<file path="src/rtl/run_ctrl_pkg.sv">
// Shared state encoding and default parameter values for the run controller.
package run_ctrl_pkg;

    localparam int DEF_PC_W         = 16;
    localparam int DEF_RESET_CYCLES = 2;
    localparam int DEF_HALT_REPEAT  = 4;
    localparam int DEF_MAX_CYCLES   = 100000;

    typedef enum logic [2:0] {
        IDLE     = 3'd0,
        RST_HOLD = 3'd1,
        RUN      = 3'd2,
        HALTED   = 3'd3,
        TIMEOUT  = 3'd4
    } run_state_t;

endpackage

</file>
<file path="src/rtl/run_ctrl_if.sv">
// Host-side control/status bundle between a run controller and whoever drives it.
interface run_ctrl_if
    import run_ctrl_pkg::*;
#(
    parameter int PC_W = DEF_PC_W
);
    logic            start;
    logic            step_mode;
    logic            step;
    logic [PC_W-1:0] pc;
    logic            cpu_reset;
    logic            cpu_en;
    logic            ended;
    logic            timed_out;
    logic [31:0]     cycle_count;

    modport master (
        output start, step_mode, step, pc,
        input  cpu_reset, cpu_en, ended, timed_out, cycle_count
    );

    modport slave (
        input  start, step_mode, step, pc,
        output cpu_reset, cpu_en, ended, timed_out, cycle_count
    );
endinterface

</file>
<file path="src/rtl/run_ctrl_halt_detector.sv">
// Spots 1- and 2-instruction loops: counts consecutive executed PCs that repeat
// one of the previous two executed PCs; raises halt on the edge that completes the run.
module halt_detector
    import run_ctrl_pkg::*;
#(
    parameter int PC_W        = DEF_PC_W,
    parameter int HALT_REPEAT = DEF_HALT_REPEAT
) (
    input  logic            clk,
    input  logic            reset,
    input  logic            clr,
    input  logic            en,
    input  logic [PC_W-1:0] pc,
    output logic            halt
);
    localparam int CNT_W = $clog2(HALT_REPEAT + 1);

    logic [PC_W-1:0]  h0, h1;
    logic             v0, v1;
    logic [CNT_W-1:0] match_cnt;
    logic             hit;

    assign hit  = (v0 && (pc == h0)) || (v1 && (pc == h1));
    assign halt = en && hit && (match_cnt == CNT_W'(HALT_REPEAT - 1));

    always_ff @(posedge clk or posedge reset) begin
        if (reset) begin
            h0        <= '0;
            h1        <= '0;
            v0        <= 1'b0;
            v1        <= 1'b0;
            match_cnt <= '0;
        end else if (clr) begin
            h0        <= '0;
            h1        <= '0;
            v0        <= 1'b0;
            v1        <= 1'b0;
            match_cnt <= '0;
        end else if (en) begin
            h0        <= pc;
            h1        <= h0;
            v0        <= 1'b1;
            v1        <= v0;
            // Any fresh PC breaks the streak; idle cycles leave it alone.
            match_cnt <= hit ? match_cnt + 1'b1 : '0;
        end
    end
endmodule

</file>
<file path="src/rtl/run_ctrl.sv">
// Run controller: holds the CPU in reset after start, gates its clock-enable
// (free-run or single-step) and ends the run on a halt loop or an exhausted budget.
module run_ctrl
    import run_ctrl_pkg::*;
#(
    parameter int PC_W         = DEF_PC_W,
    parameter int RESET_CYCLES = DEF_RESET_CYCLES,
    parameter int HALT_REPEAT  = DEF_HALT_REPEAT,
    parameter int MAX_CYCLES   = DEF_MAX_CYCLES
) (
    input logic       clk,
    input logic       reset,
    run_ctrl_if.slave bus
);
    localparam int RST_W = $clog2(RESET_CYCLES + 1);

    run_state_t       state;
    logic [RST_W-1:0] hold_cnt;
    logic             hold_cpu;
    logic             exec_en;
    logic             done;
    logic             budget_hit;
    logic [31:0]      cycles;
    logic             run_en;
    logic             exec;
    logic             halt;
    logic             last_budget;

    assign run_en      = !bus.step_mode || bus.step;
    assign exec        = (state == RUN) && exec_en;
    assign last_budget = exec && (cycles == 32'(MAX_CYCLES - 1));

    halt_detector #(
        .PC_W        (PC_W),
        .HALT_REPEAT (HALT_REPEAT)
    ) u_halt (
        .clk   (clk),
        .reset (reset),
        .clr   (bus.start),
        .en    (exec),
        .pc    (bus.pc),
        .halt  (halt)
    );

    always_ff @(posedge clk or posedge reset) begin
        if (reset) begin
            state      <= IDLE;
            hold_cnt   <= '0;
            hold_cpu   <= 1'b1;
            exec_en    <= 1'b0;
            done       <= 1'b0;
            budget_hit <= 1'b0;
            cycles     <= '0;
        end else if (bus.start) begin
            // Start from any state (re)enters reset hold at its first cycle.
            state      <= RST_HOLD;
            hold_cnt   <= '0;
            hold_cpu   <= 1'b1;
            exec_en    <= 1'b0;
            done       <= 1'b0;
            budget_hit <= 1'b0;
            cycles     <= '0;
        end else begin
            case (state)
                RST_HOLD: begin
                    if (hold_cnt == RST_W'(RESET_CYCLES - 1)) begin
                        state    <= RUN;
                        hold_cpu <= 1'b0;
                        exec_en  <= run_en;
                    end else begin
                        hold_cnt <= hold_cnt + 1'b1;
                    end
                end
                RUN: begin
                    if (exec) cycles <= cycles + 32'd1;
                    // A halt loop completing on the last budgeted cycle is still a halt.
                    if (halt) begin
                        state   <= HALTED;
                        done    <= 1'b1;
                        exec_en <= 1'b0;
                    end else if (last_budget) begin
                        state      <= TIMEOUT;
                        done       <= 1'b1;
                        budget_hit <= 1'b1;
                        exec_en    <= 1'b0;
                    end else begin
                        exec_en <= run_en;
                    end
                end
                default: ;
            endcase
        end
    end

    assign bus.cpu_reset   = hold_cpu;
    assign bus.cpu_en      = exec_en;
    assign bus.ended       = done;
    assign bus.timed_out   = budget_hit;
    assign bus.cycle_count = cycles;
endmodule

</file>
<file path="src/flat_wrapper.sv">
// flat-port wrapper written by rule: the top's interface ports become plain ports
module run_ctrl_flat import run_ctrl_pkg::*;
#(
    parameter int PC_W         = DEF_PC_W,
    parameter int RESET_CYCLES = DEF_RESET_CYCLES,
    parameter int HALT_REPEAT  = DEF_HALT_REPEAT,
    parameter int MAX_CYCLES   = DEF_MAX_CYCLES
)
  (clk, reset, bus_start, bus_step_mode, bus_step, bus_pc, bus_cpu_reset, bus_cpu_en, bus_ended, bus_timed_out, bus_cycle_count);
  run_ctrl_if #(.PC_W(PC_W)) bus_i ();
  input logic clk;
  input logic reset;
  input wire logic [$bits(bus_i.start)-1:0] bus_start;
  input wire logic [$bits(bus_i.step_mode)-1:0] bus_step_mode;
  input wire logic [$bits(bus_i.step)-1:0] bus_step;
  input wire logic [$bits(bus_i.pc)-1:0] bus_pc;
  output wire logic [$bits(bus_i.cpu_reset)-1:0] bus_cpu_reset;
  output wire logic [$bits(bus_i.cpu_en)-1:0] bus_cpu_en;
  output wire logic [$bits(bus_i.ended)-1:0] bus_ended;
  output wire logic [$bits(bus_i.timed_out)-1:0] bus_timed_out;
  output wire logic [$bits(bus_i.cycle_count)-1:0] bus_cycle_count;
  assign bus_i.start = bus_start;
  assign bus_i.step_mode = bus_step_mode;
  assign bus_i.step = bus_step;
  assign bus_i.pc = bus_pc;
  assign bus_cpu_reset = bus_i.cpu_reset;
  assign bus_cpu_en = bus_i.cpu_en;
  assign bus_ended = bus_i.ended;
  assign bus_timed_out = bus_i.timed_out;
  assign bus_cycle_count = bus_i.cycle_count;
  run_ctrl #(.PC_W(PC_W), .RESET_CYCLES(RESET_CYCLES), .HALT_REPEAT(HALT_REPEAT), .MAX_CYCLES(MAX_CYCLES)) u_core (.clk(clk), .reset(reset), .bus(bus_i));
endmodule
</file>
<file path="config.mk">
export PLATFORM = sky130hd
export DESIGN_NAME = run_ctrl_flat
export DESIGN_NICKNAME = d
export VERILOG_FILES = /design/src/rtl/run_ctrl_pkg.sv /design/src/rtl/run_ctrl_if.sv /design/src/rtl/run_ctrl_halt_detector.sv /design/src/rtl/run_ctrl.sv /design/src/flat_wrapper.sv
export SDC_FILE = /design/constraint.sdc
export NUM_CORES = 1
export LEC_CHECK = 0
export CORE_MARGIN = 4
export CORE_UTILIZATION = 35
export CTS_CLUSTER_SIZE = 28
export DETAILED_ROUTE_END_ITERATION = 8
export PLACE_DENSITY = 0.61
export SLEW_MARGIN = 10
export SYNTH_ARGS = -nofsm -noshare
export SYNTH_HDL_FRONTEND = slang
export SYNTH_SLANG_ARGS = --single-unit
</file>
<file path="constraint.sdc">
create_clock -name clk -period 5.13 [get_ports clk]
set_input_delay 1.026 -clock clk [delete_from_list [all_inputs] [get_ports clk]]
set_output_delay 1.026 -clock clk [all_outputs]
set_load 0.03 [all_outputs]
</file>
### Word-level counts from Yosys, hierarchy flattened

Index checks and enable logic that the tools add are counted.

* bits in writable memories: 0
* bits in latches: 0
* flip-flop bits (word level): 78
* memory bits (read-only): 0
* word-level logic and storage cells: 86
* input port bits: 21
* memories kept: 0

* $lt $le $gt $ge: 0
* add/subtract/negate cells: 3
* div/mod/pow operators: 0
* equality and inequality tests: 11
* shift operators: 0
* reduce and logical (&&, ||, !) cells: 23
* multipliers: 0
* mux-type cells: 37
* bitwise operators: 0

Operators by type and width (count)
* $mux 32: 3
* $mux 16: 4
* $add 32x1->32 const B: 1
* $eq 16x16->1: 2
* $eq 32x17->1 const B: 1
* $mux 3: 7
* $mux 1: 18
* $reduce_and 2->1: 5
* $reduce_bool 2->1: 5
* $eq 3x2->1 const B: 2
* $logic_and 1x1->1: 6
* $mux 2: 3
* $pmux 3 s2: 1
* $reduce_and 3->1: 2
* $reduce_bool 3->1: 2
* $ne 2x2->1 const B: 2
* $ne 4x2->1 const B: 1
* $add 3x1->3 const B: 1
* $eq 3x1->1 const B: 1
* $ne 3x2->1 const B: 1
* $add 2x1->2 const B: 1
* $eq 2x1->1 const B: 1
* $logic_or 1x1->1: 2
* $pmux 1 s2: 1
* $logic_not 1->1: 1

### Depth between registers and ports, before layout

* depth after elaboration: 8
* gate-level depth with buffers: 7
* mapped depth without buffers: 6

### Modules after synthesis

Synthesis repeated with hierarchy kept, for this count alone.

* cell total of the unflattened synthesis: 414
* area, all modules: 4182.8 um2

By module, submodules not included
* run_ctrl: area each 2304.7 um2, instances 1, cells an instance 241
* halt_detector: area each 1878.1 um2, instances 1, cells an instance 173

### Worst setup path after synthesis

No wires, ideal clock.

* path type: input port to flip-flop
* from: in bus_pc[4]
* to: reg u_core.exec_en (netlist: u_core.bus.cpu_en)
* required time: 5.010 ns
* data arrival time: 1.999 ns
* buffers on the path: 0
* slack: 3.011 ns
* library setup time: 0.120 ns
* stages on the path: 5
* cell sequence: xor2_1 nor4_1 and3_1 a32oi_1 a41o_1

* word-level cells in the longest chain between the ends: 8

Ends and longest elaborated chain
* start: declaration: RTL line flat_wrapper.sv:16 `input wire logic [$bits(bus_i.pc)-1:0] bus_pc;`
* $eq 16x16->1: RTL line run_ctrl_halt_detector.sv:23 `assign hit = (v0 && (pc == h0)) || (v1 && (pc == h1));`
* $logic_and 1x1->1: RTL line run_ctrl_halt_detector.sv:23
* $logic_or 1x1->1 *: RTL line run_ctrl_halt_detector.sv:23
* $logic_and 1x1->1 * (2 in a row): RTL line run_ctrl_halt_detector.sv:24 `assign halt = en && hit && (match_cnt == CNT_W'(HALT_REPEAT - 1));`
* $mux 1 *: RTL line run_ctrl.sv:77 `if (halt) begin`
* $pmux 1 s2 *: RTL line run_ctrl.sv:64 `case (state)`
* $mux 1 *: RTL line run_ctrl.sv:54 `end else if (bus.start) begin`
* end signal: assignment: RTL line run_ctrl.sv:69 `exec_en <= run_en;`
* end signal: assignment: RTL line run_ctrl.sv:87 `exec_en <= run_en;`
* end: declaration: RTL line run_ctrl.sv:20 `logic exec_en;`

Mark *: on every way between the ends. The rest lies on a longest branch, timed or not.
A chain may end at the register's enable or synchronous reset.

### Worst setup path in the final report

* from: reg u_core.cycles[4] (netlist: u_core.bus.cycle_count[4])
* to: out bus_cycle_count[4]

RTL lines
* start: declaration: RTL line run_ctrl.sv:23 `logic [31:0] cycles;`
* start signal: assignment: RTL line run_ctrl.sv:75 `if (exec) cycles <= cycles + 32'd1;`
* end: declaration: RTL line flat_wrapper.sv:21 `output wire logic [$bits(bus_i.cycle_count)-1:0] bus_cycle_count;`

No word-level cell between the ends.

==> flow_summary.yaml <==
cts:
  cts.path.max_buffers: 2
  h-tree-depth: 3
  cts_tree: "yes"
  cts_resized: 0
  hold_buffers: 0
  cts_made_buffers: 9
  clkSinkCount: 78
  path_clk_slew_ns: 0.06
  clock_latency_ns: 0.33
  post_cts_buffers: 0
  root_buffer: "clkbuf_16"
yosys:
  seq_area_frac_synth_pct: 49.04
  synth_flop_cell: "dfrtp_1"
  synth_edf_count: 0
  synthTopCellsByArea: "dfrtp_1 (48%), nand2_1 (8.1%), xnor2_1 (7.3%)"
  synth_top_cell_by_area: "dfrtp_1"
  synthArstFlopShare_pct: 100.0
  netlist_area_um2: 3983
  synth_nets: 457
  synth.distinct_cells: 40
  syn_area_per_cell_um2: 9.219
  ys_warn_count: 0
  synth.most_common_cell: "nand2_1"
  synth_top_area_share_pct: 48.38
  ys_top_cells_by_count: "nand2_1 (86), dfrtp_1 (77), nor2_1 (40)"
  syn_inst: 432
  synth-seq-cells: 78
placed_design:
  dpl.hpwl_um: 6533
  place_area_um2: 4649
  gp_congestion: 0.7778
  pre_cts_ws_ns: 2.266
  dp.cells: 611
  portBuffers: 56
timing:
  grt_setup_unrepaired: "no"
  fin_setup_tns_ns: 0
  worst_slack_ns: 2.524
  fin_crit_sh_pct: 50.81
  fin_crit_ns: 2.606
  hold_slack_ns: 0.4885
  slew_viol_final: 0
  hold_viol: 0
  slew_headroom_pct: 32.63
  finalSetupViolCount: 0
  max_freq_mhz: 383.7
  tightestPinTransition_ns: 1.011
  finalClockSkew_ns: 0.007284
route:
  drc: 0
  wl_per_cell_um: 14.90
  ant_nets: 0
  vias: 3212
  dr.pass1.iters: 4
  finalWirelength_um: 9340
  drt_iter0_drc: 126
  via_per_inst: 5.123
power:
  ir_drop_mv: 0.1528
  p_seq_share_pct: 44.1
  p_leak_nw: 2.039
  combPwrFrac_pct: 10.5
  intPower_mw: 1.132
  swShare_pct: 23.91
  p_clk_share_pct: 45.4
  power.density_nw_per_um2: 299.6
  power.switching_mw: 0.3557
  power_mw: 1.488
hold_path:
  hold_class: "reg -> reg"
  min_from: "u_core.u_halt.match_cnt[2]"
critical_path:
  cp-start-kind: "flop"
  cp-endpoint: "bus_cycle_count[4]"
  endpoint_kind: "primary output"
  crit_chain: "clkdlybuf4s50_1"
  cp_top_family: "buffers and inverters"
  r2r-end: "u_core.bus.cpu_en"
  cp.depth: 1
  r2r-start: "u_core.state[2]"
  r2r_cells: 5
  ff2ff_setup_slack_ns: 2.85
  cp_max_fo: 6
  cp.buffers_inverters: 1
  slowest_stage: "clkdlybuf4s50_1"
  crit_type: "reg -> out"
  slowest_delay_ns: 0.73
  critPathArrivalTime_ns: 1.58
  required_ns: 4.10
  crit_start: "u_core.bus.cycle_count[4]"
global_route:
  grt_usage_pct: 15.05
  grt_remaining_overflow: 0
  grt_pass1_wl_um: 15900
  antenna_found_initial: 0
  grt_start_max_net_pins: 56
  grt_pass1_vias: 3200
floorplanning:
  row_count: 38
  dieArea_um2: 13150
  die_w_um: 114.7
  die_height_um: 114.7
  coreArea_um2: 10980
  initial_core_util_pct: 36.26
  io_pins: 57
finish:
  fin_area_um2: 4966
  drive_gt1_share_pct: 5.544
  nFillCells: 1080
  fin_util_pct: 45.22
  fin_nets: 507
  syn2layout_area_growth_pct: 24.69
  num_antenna_cells: 0
  fin_cells: 627
run_status:
  status: "finished, final reports clean"
job:
  max_cap_violations: 0
-- logic make-up (layout without fill, tap and decap cells) --
kind of cell | count (synthesis) | after routing | synth area share, %
adders and majority gates | 4 | 4 | 1.257
DFF | 78 | 78 | 49.04
buffers and inverters | 32 | 87 | 3.424
and+or+nand+nor | 201 | 201 | 24.91
xor gates and xnor gates | 62 | 62 | 13.63
AOI/OAI and AO/OA | 55 | 55 | 7.729
-- state kept, by name, summed over array words and instances, names as in the netlist --
name                     cells
u_core.bus.cpu_en            1
u_core.bus.cpu_reset         1
u_core.bus.cycle_count      32
u_core.bus.ended             1
u_core.bus.timed_out         1
u_core.hold_cnt              2
u_core.state                 3
u_core.u_halt.h0            16
u_core.u_halt.h1            16
u_core.u_halt.match_cnt      3
u_core.u_halt.v0             1
u_core.u_halt.v1             1
-- final cells by class --
class | instances | area (µm²) | share of cell area, %
Clock buffer | 11 | 232.7 | 4.686
Clock inverter | 5 | 83.83 | 1.688
Inverter | 12 | 45.04 | 0.9070
Multi-Input combinational cell | 322 | 1898 | 38.22
Sequential cell | 78 | 1953 | 39.33
Tap cell | 140 | 175.2 | 3.527
Timing Repair Buffer | 59 | 578.1 | 11.64
-- placed cells by master (no fill, tap or decap), drive strengths merged, types with 2 or more instances in the layout --
| cell type | count |
|---|---|
| or3 | 2 |
| nor4 | 8 |
| a21oi | 39 |
| bufinv | 2 |
| nor3 | 6 |
| xor2 | 29 |
| and3 | 8 |
| buf | 4 |
| a211oi | 3 |
| nand3 | 8 |
| and4 | 4 |
| and2 | 5 |
| a32oi | 2 |
| o21ai | 6 |
| clkdlybuf4s50 | 55 |
| clkbuf | 11 |
| nand4 | 25 |
| nor2 | 41 |
| or4 | 3 |
| nand2 | 86 |
| xnor2 | 33 |
| clkinvlp | 2 |
| ha | 4 |
| inv | 12 |
| dfrtp | 77 |
-- power by group through the flow --
stage          clock network, mW  logic, mW  registers (mW)
5_1_grt                    0.721      0.174           0.658
3_5_place_dp                   0      0.160           0.667
4_1_cts                    0.690      0.160           0.656
2_1_floorplan                  0     0.0922           0.674
6_report                   0.675      0.157           0.656
3_3_place_gp                   0      0.156           0.666
-- worst min-delay path by stage --
stage / depth (start not counted) / end / slack, ns
3_5_place_dp: 2 / u_core.u_halt.match_cnt[2] / 0.48
3_3_place_gp: 2 / u_core.u_halt.match_cnt[1] / 0.47
6_report: 2 / u_core.u_halt.match_cnt[2] / 0.49
4_1_cts: 2 / u_core.u_halt.match_cnt[2] / 0.49
5_1_grt: 2 / u_core.bus.cpu_reset / 0.52
2_1_floorplan: 2 / u_core.u_halt.match_cnt[2] / 0.45
-- per-layer routing --
metal / routed length (µm) / vias up / global-route usage (%)
li1: - / 1578 / -
met1: 4256 / 1571 / 20.24
met2: 4634 / 54 / 24.56
met3: 342 / 9 / 2.801
met4: 106 / 0 / 4.751
met5: 0 / - / 0
No activity file was read; power rests on OpenSTA's default activity.
